<file path="config.mk">
export PLATFORM = sky130hd
export DESIGN_NAME = sm3_cmprss_ctrl
export DESIGN_NICKNAME = d
export VERILOG_FILES = /design/src/rtl/sm3_pkg.sv /design/src/rtl/sm3_cmprss_ceil_comb.sv /design/src/rtl/sm3_cmprss_ctrl.sv
export SDC_FILE = /design/constraint.sdc
export NUM_CORES = 2
export LEC_CHECK = 0
export BUFFER_PORTS_ARGS = -buffer_cell sky130_fd_sc_hd__buf_2
export CAP_MARGIN = 20
export CORE_MARGIN = 5
export CORE_UTILIZATION = 40
export DETAILED_ROUTE_END_ITERATION = 10
export PLACE_DENSITY = 0.58
export SYNTH_ARGS = -nofsm -noshare
export SYNTH_HDL_FRONTEND = slang
export SYNTH_SLANG_ARGS = --single-unit
export TNS_END_PERCENT = 10
</file>
<file path="constraint.sdc">
create_clock -name clk_i -period 23.6 [get_ports clk_i]
set_clock_uncertainty 0.05 [all_clocks]
set_input_delay 0 -clock clk_i [delete_from_list [all_inputs] [get_ports clk_i]]
set_output_delay 0 -clock clk_i [all_outputs]
set_load 0.1 [all_outputs]
</file>
<file path="src/rtl/sm3_pkg.sv">
// Shared SM3 constants, types and small helpers for the compression datapath.
package sm3_pkg;

  localparam logic [255:0] SM3_IV =
    256'h7380166f4914b2b9172442d7da8a0600a96f30bc163138aae38dee4db0fb0e4e;
  localparam logic [31:0] SM3_T0 = 32'h79cc4519;  // rounds 0..15
  localparam logic [31:0] SM3_T1 = 32'h7a879d8a;  // rounds 16..63

  typedef enum logic [1:0] {
    StIdle,
    StRun,
    StFin,
    StDone
  } sm3_fsm_e;

  // Working registers A..H; A lands in the top word when packed.
  typedef struct packed {
    logic [31:0] a;
    logic [31:0] b;
    logic [31:0] c;
    logic [31:0] d;
    logic [31:0] e;
    logic [31:0] f;
    logic [31:0] g;
    logic [31:0] h;
  } sm3_state_t;

  function automatic logic [31:0] rotl32(input logic [31:0] x, input logic [4:0] n);
    logic [63:0] t;
    t = {x, x} << n;
    return t[63:32];
  endfunction

  // Round constant already rotated by j mod 32.
  function automatic logic [31:0] sm3_tj(input logic [5:0] j);
    return rotl32((j < 6'd16) ? SM3_T0 : SM3_T1, j[4:0]);
  endfunction

  function automatic logic [31:0] sm3_p0(input logic [31:0] x);
    return x ^ rotl32(x, 5'd9) ^ rotl32(x, 5'd17);
  endfunction

endpackage

</file>
<file path="src/rtl/sm3_cmprss_ceil_comb.sv">
// One combinational SM3 compression round: A..H in, updated A..H out.
module sm3_cmprss_ceil_comb
  import sm3_pkg::*;
(
  input  logic        cmprss_round_sm_16_i,
  input  logic [31:0] tj_i,
  input  logic [31:0] wj_i,
  input  logic [31:0] wjj_i,
  input  sm3_state_t  state_i,
  output sm3_state_t  state_o
);

  logic [31:0] a12, ss1, ss2, ff, gg, tt1, tt2;

  // Round function; boolean functions switch from XOR to majority/choose at j=16.
  always_comb begin
    a12 = rotl32(state_i.a, 5'd12);
    ss1 = rotl32(a12 + state_i.e + tj_i, 5'd7);
    ss2 = ss1 ^ a12;
    if (cmprss_round_sm_16_i) begin
      ff = state_i.a ^ state_i.b ^ state_i.c;
      gg = state_i.e ^ state_i.f ^ state_i.g;
    end else begin
      ff = (state_i.a & state_i.b) | (state_i.a & state_i.c) | (state_i.b & state_i.c);
      gg = (state_i.e & state_i.f) | (~state_i.e & state_i.g);
    end
    tt1 = ff + state_i.d + ss2 + wjj_i;
    tt2 = gg + state_i.h + ss1 + wj_i;
    state_o.a = tt1;
    state_o.b = state_i.a;
    state_o.c = rotl32(state_i.b, 5'd9);
    state_o.d = state_i.c;
    state_o.e = sm3_p0(tt2);
    state_o.f = state_i.e;
    state_o.g = rotl32(state_i.f, 5'd19);
    state_o.h = state_i.g;
  end

endmodule

</file>
<file path="src/rtl/sm3_cmprss_ctrl.sv">
// Sequences 64 SM3 rounds per block and holds the chaining value V between blocks.
module sm3_cmprss_ctrl
  import sm3_pkg::*;
#(
  parameter logic [255:0] IV_INIT = SM3_IV
) (
  input  logic         clk_i,
  input  logic         rst_i,
  input  logic         blk_start_i,
  input  logic         blk_first_i,
  output logic         blk_ready_o,
  input  logic         abort_i,
  input  logic         w_valid_i,
  output logic         w_ready_o,
  input  logic [31:0]  wj_i,
  input  logic [31:0]  wjj_i,
  output logic         res_valid_o,
  input  logic         res_ready_i,
  output logic [255:0] res_o,
  output logic         busy_o,
  output logic [5:0]   round_o
);

  sm3_fsm_e     state_q, state_d;
  logic [255:0] v_q, v_d;
  sm3_state_t   st_q, st_d, st_next;
  logic [5:0]   cnt_q, cnt_d;

  sm3_cmprss_ceil_comb u_ceil (
    .cmprss_round_sm_16_i (cnt_q < 6'd16),
    .tj_i                 (sm3_tj(cnt_q)),
    .wj_i                 (wj_i),
    .wjj_i                (wjj_i),
    .state_i              (st_q),
    .state_o              (st_next)
  );

  // State, chaining value, working registers and round counter.
  always_ff @(posedge clk_i or posedge rst_i) begin
    if (rst_i) begin
      state_q <= StIdle;
      v_q     <= IV_INIT;
      st_q    <= '0;
      cnt_q   <= '0;
    end else begin
      state_q <= state_d;
      v_q     <= v_d;
      st_q    <= st_d;
      cnt_q   <= cnt_d;
    end
  end

  // Next-state logic; abort overrides everything and drops any pending result.
  always_comb begin
    state_d = state_q;
    v_d     = v_q;
    st_d    = st_q;
    cnt_d   = cnt_q;
    if (abort_i) begin
      state_d = StIdle;
      v_d     = IV_INIT;
      cnt_d   = '0;
    end else begin
      unique case (state_q)
        StIdle: begin
          if (blk_start_i) begin
            v_d     = blk_first_i ? IV_INIT : v_q;
            st_d    = sm3_state_t'(blk_first_i ? IV_INIT : v_q);
            cnt_d   = '0;
            state_d = StRun;
          end
        end
        StRun: begin
          if (w_valid_i) begin
            st_d  = st_next;
            cnt_d = cnt_q + 6'd1;
            if (cnt_q == 6'd63) state_d = StFin;
          end
        end
        StFin: begin
          v_d     = v_q ^ st_q;
          state_d = StDone;
        end
        StDone: begin
          if (res_ready_i) state_d = StIdle;
        end
        default: state_d = StIdle;
      endcase
    end
  end

  // Outputs decoded from the current state.
  always_comb begin
    blk_ready_o = (state_q == StIdle);
    w_ready_o   = (state_q == StRun);
    res_valid_o = (state_q == StDone);
    busy_o      = (state_q != StIdle);
    round_o     = cnt_q;
    res_o       = v_q;
  end

endmodule

</file>
==> results.cfg <==
[outcome]
status = finished with violations
violations = hold timing

[worst_setup_path]
rr_endpoint = st_q[249]
end_kind = register
rrSetupSlack_ns = 14.49
rr_startpoint = round_o[2]
crit_type = register to register
reg2reg_depth = 32
slowest_stage = clkinv_1
startpoint_type = register
cp_slowest_stage_delay_ns = 0.64
critical_path_required_ns = 24.05
critPathArrivalTime_ns = 9.55
cp_max_fo = 60

[clocking]
cts_root_buffer = clkbuf_16
htree_levels = 3
cts-hold-fix-buffers = 6
cts_tree = yes
clock_path_buffers = 3
cts_resized = 0
path_clk_slew_ns = 0.07
clk-insertion-delay-late_ns = 0.66
cts_buffers = 69
cts_setup_buffers = 0
clock_sinks = 520

[floorplan]
die_x_um = 326
io_pins = 337
core_area_um2 = 99700
dieArea_um2 = 107000
start_util = 0.401
dieHeight_um = 326
rows = 116

[timing]
setup_tns_ns = 0
fin_crit_ns = 9.11
holdWs_ns = -0.0370
worst_slew_pin_slew_ns = 1.31
max_freq_ghz = 0.110
slew_headroom = 0.123
setup_viol = 0
final-max-slew-violation-count = 0
post-route-period-util = 0.386
hold_viol = 16
worst_slack_ns = 14.49
rsz0062_at_grt = false

[routing]
totalWireLength_mm = 171
wl_per_cell_um = 28.0
dr.pass1.iters = 6
top_layer = met4
drc = 0
met1_length_mm = 75.6
wl_met2_mm = 73.6
vias = 36800
met3WireLength_mm = 15.0
first_iter_violations = 3795
routed_via_density = 6.00
ant_nets = 0

[yosys]
yosysTopAreaCell = dfrtp_1
synth-edff-count = 0
synth.top_cell.area_share = 0.251
yosysWarnings = 0
syn_inst = 4675
synth_area_leaders = dfrtp_1, fa_1, dfstp_2
syn-num-nets = 5037
synth_area_um2 = 40000
yosys_register_bits = 520
yosysSeqAreaShare = 0.329
synth_cell_types = 81
syn_area_per_cell_um2 = 8.56
ys_async_sr_fraction = 1.00
synth-main-ff-cell = dfrtp_1

[place]
gp_congestion = 0.991
pre_cts_ws_ns = 14.65
port_buffers = 336
hpwl_mm = 123
post_dp_cell_area_um2 = 42500

[global_route]
grt_pass1_vias = 33800
grt_pass1_wl_mm = 247
grt_max_degree = 229
antenna_found_initial = 5
grt_overflow = 0
grt_usage = 0.311

[layout]
stdcell_area_um2 = 44900
drive_gt1_frac = 0.146
area_delta_synth_final_pct = 12.2
antenna_cells = 0
final_common_cell = o21ai_0
fin_util = 0.450
final_nets = 5142
layout_common_cells = o21ai_0, a21oi_1, dfrtp_1

[worst_hold_path]
hp-class = primary input to async pin

[flow_run]
drv_cap = 0
[registers in the layout (all words and copies together), names as in the netlist]
signal   cells
res_o      256
round_o      6
st_q       256
state_q      2
[layer usage]
metal  vias up  GRT usage
li1      16500          -
met5         -          0
met1     18400      0.447
met2      1605      0.461
met4         0      0.116
met3       273     0.0666
[synthesized netlist by cell type, types with 17 or more instances]
cell type / instances
dfstp_2: 119
o22a_1: 90
a211oi_1: 49
a22o_1: 86
or3_1: 110
a21o_1: 54
o211ai_1: 35
dfrtp_1: 401
fa_1: 188
ha_1: 103
o21a_1: 22
inv_1: 286
nor3_1: 87
xor2_1: 146
nor2_1: 254
nor3b_1: 74
o21ai_0: 564
nor2b_1: 57
mux2i_1: 88
clkbuf_1: 326
and3_1: 17
a31oi_1: 104
xnor2_1: 155
a21oi_1: 484
mux2_2: 33
buf_1: 30
nand2b_1: 113
nand3_1: 50
nand2_1: 377
[worst max path at each step]
stage / depth (start not counted) / to / from / slack [ns]
after floorplan: 1 / res_o[0] / rst_i / 9.22
after global placement: 32 / st_q[255] / round_o[2] / 14.78
after detailed placement: 31 / st_q[255] / round_o[2] / 14.65
after CTS: 32 / st_q[249] / round_o[2] / 14.57
after global routing: 31 / st_q[254] / round_o[2] / 13.89
final: 32 / st_q[249] / round_o[2] / 14.49
[logic make-up after synthesis]
group,share of synthesized area
muxes,0.0313
DFF,0.329
AOI/OAI and AO/OA,0.241
buffers and inverters,0.0633
xor gates and xnor gates,0.0672
adders and majority gates,0.126
and+or+nand+nor,0.142
[final cells by class]
cell class,instances,area (um^2)
clock buffer,104,2050
fill,9798,54800
sequential,520,13200
timing repair buffer,412,2330
multi-input combinational,3488,24400
tap,1298,1620
clock inverter,22,233
inverter,289,1100
[critical path: cells and delay by family (launching register included)]
kind,cells,cell delay (ns)
xor gates and xnor gates,3,0.80
muxes,1,0.10
buffers and inverters,3,1.14
DFF,1,0.32
AOI/OAI and AO/OA,18,3.91
adders and majority gates,5,2.02
and+or+nand+nor,2,0.62
[through the flow]
| step | hold slack, ns | std cells |
|---|---|---|
| floorplan | 0.222 | 4675 |
| global placement | 0.148 | 6000 |
| detailed placement | 0.155 | 6000 |
| CTS | 0.0114 | 6132 |
| global route | 0.0410 | 6133 |
| finish | -0.0370 | 6133 |
Power is left out: the tool's default activity adds up to more than one toggle a clock period on the data nets, which glitch-free logic cannot reach.
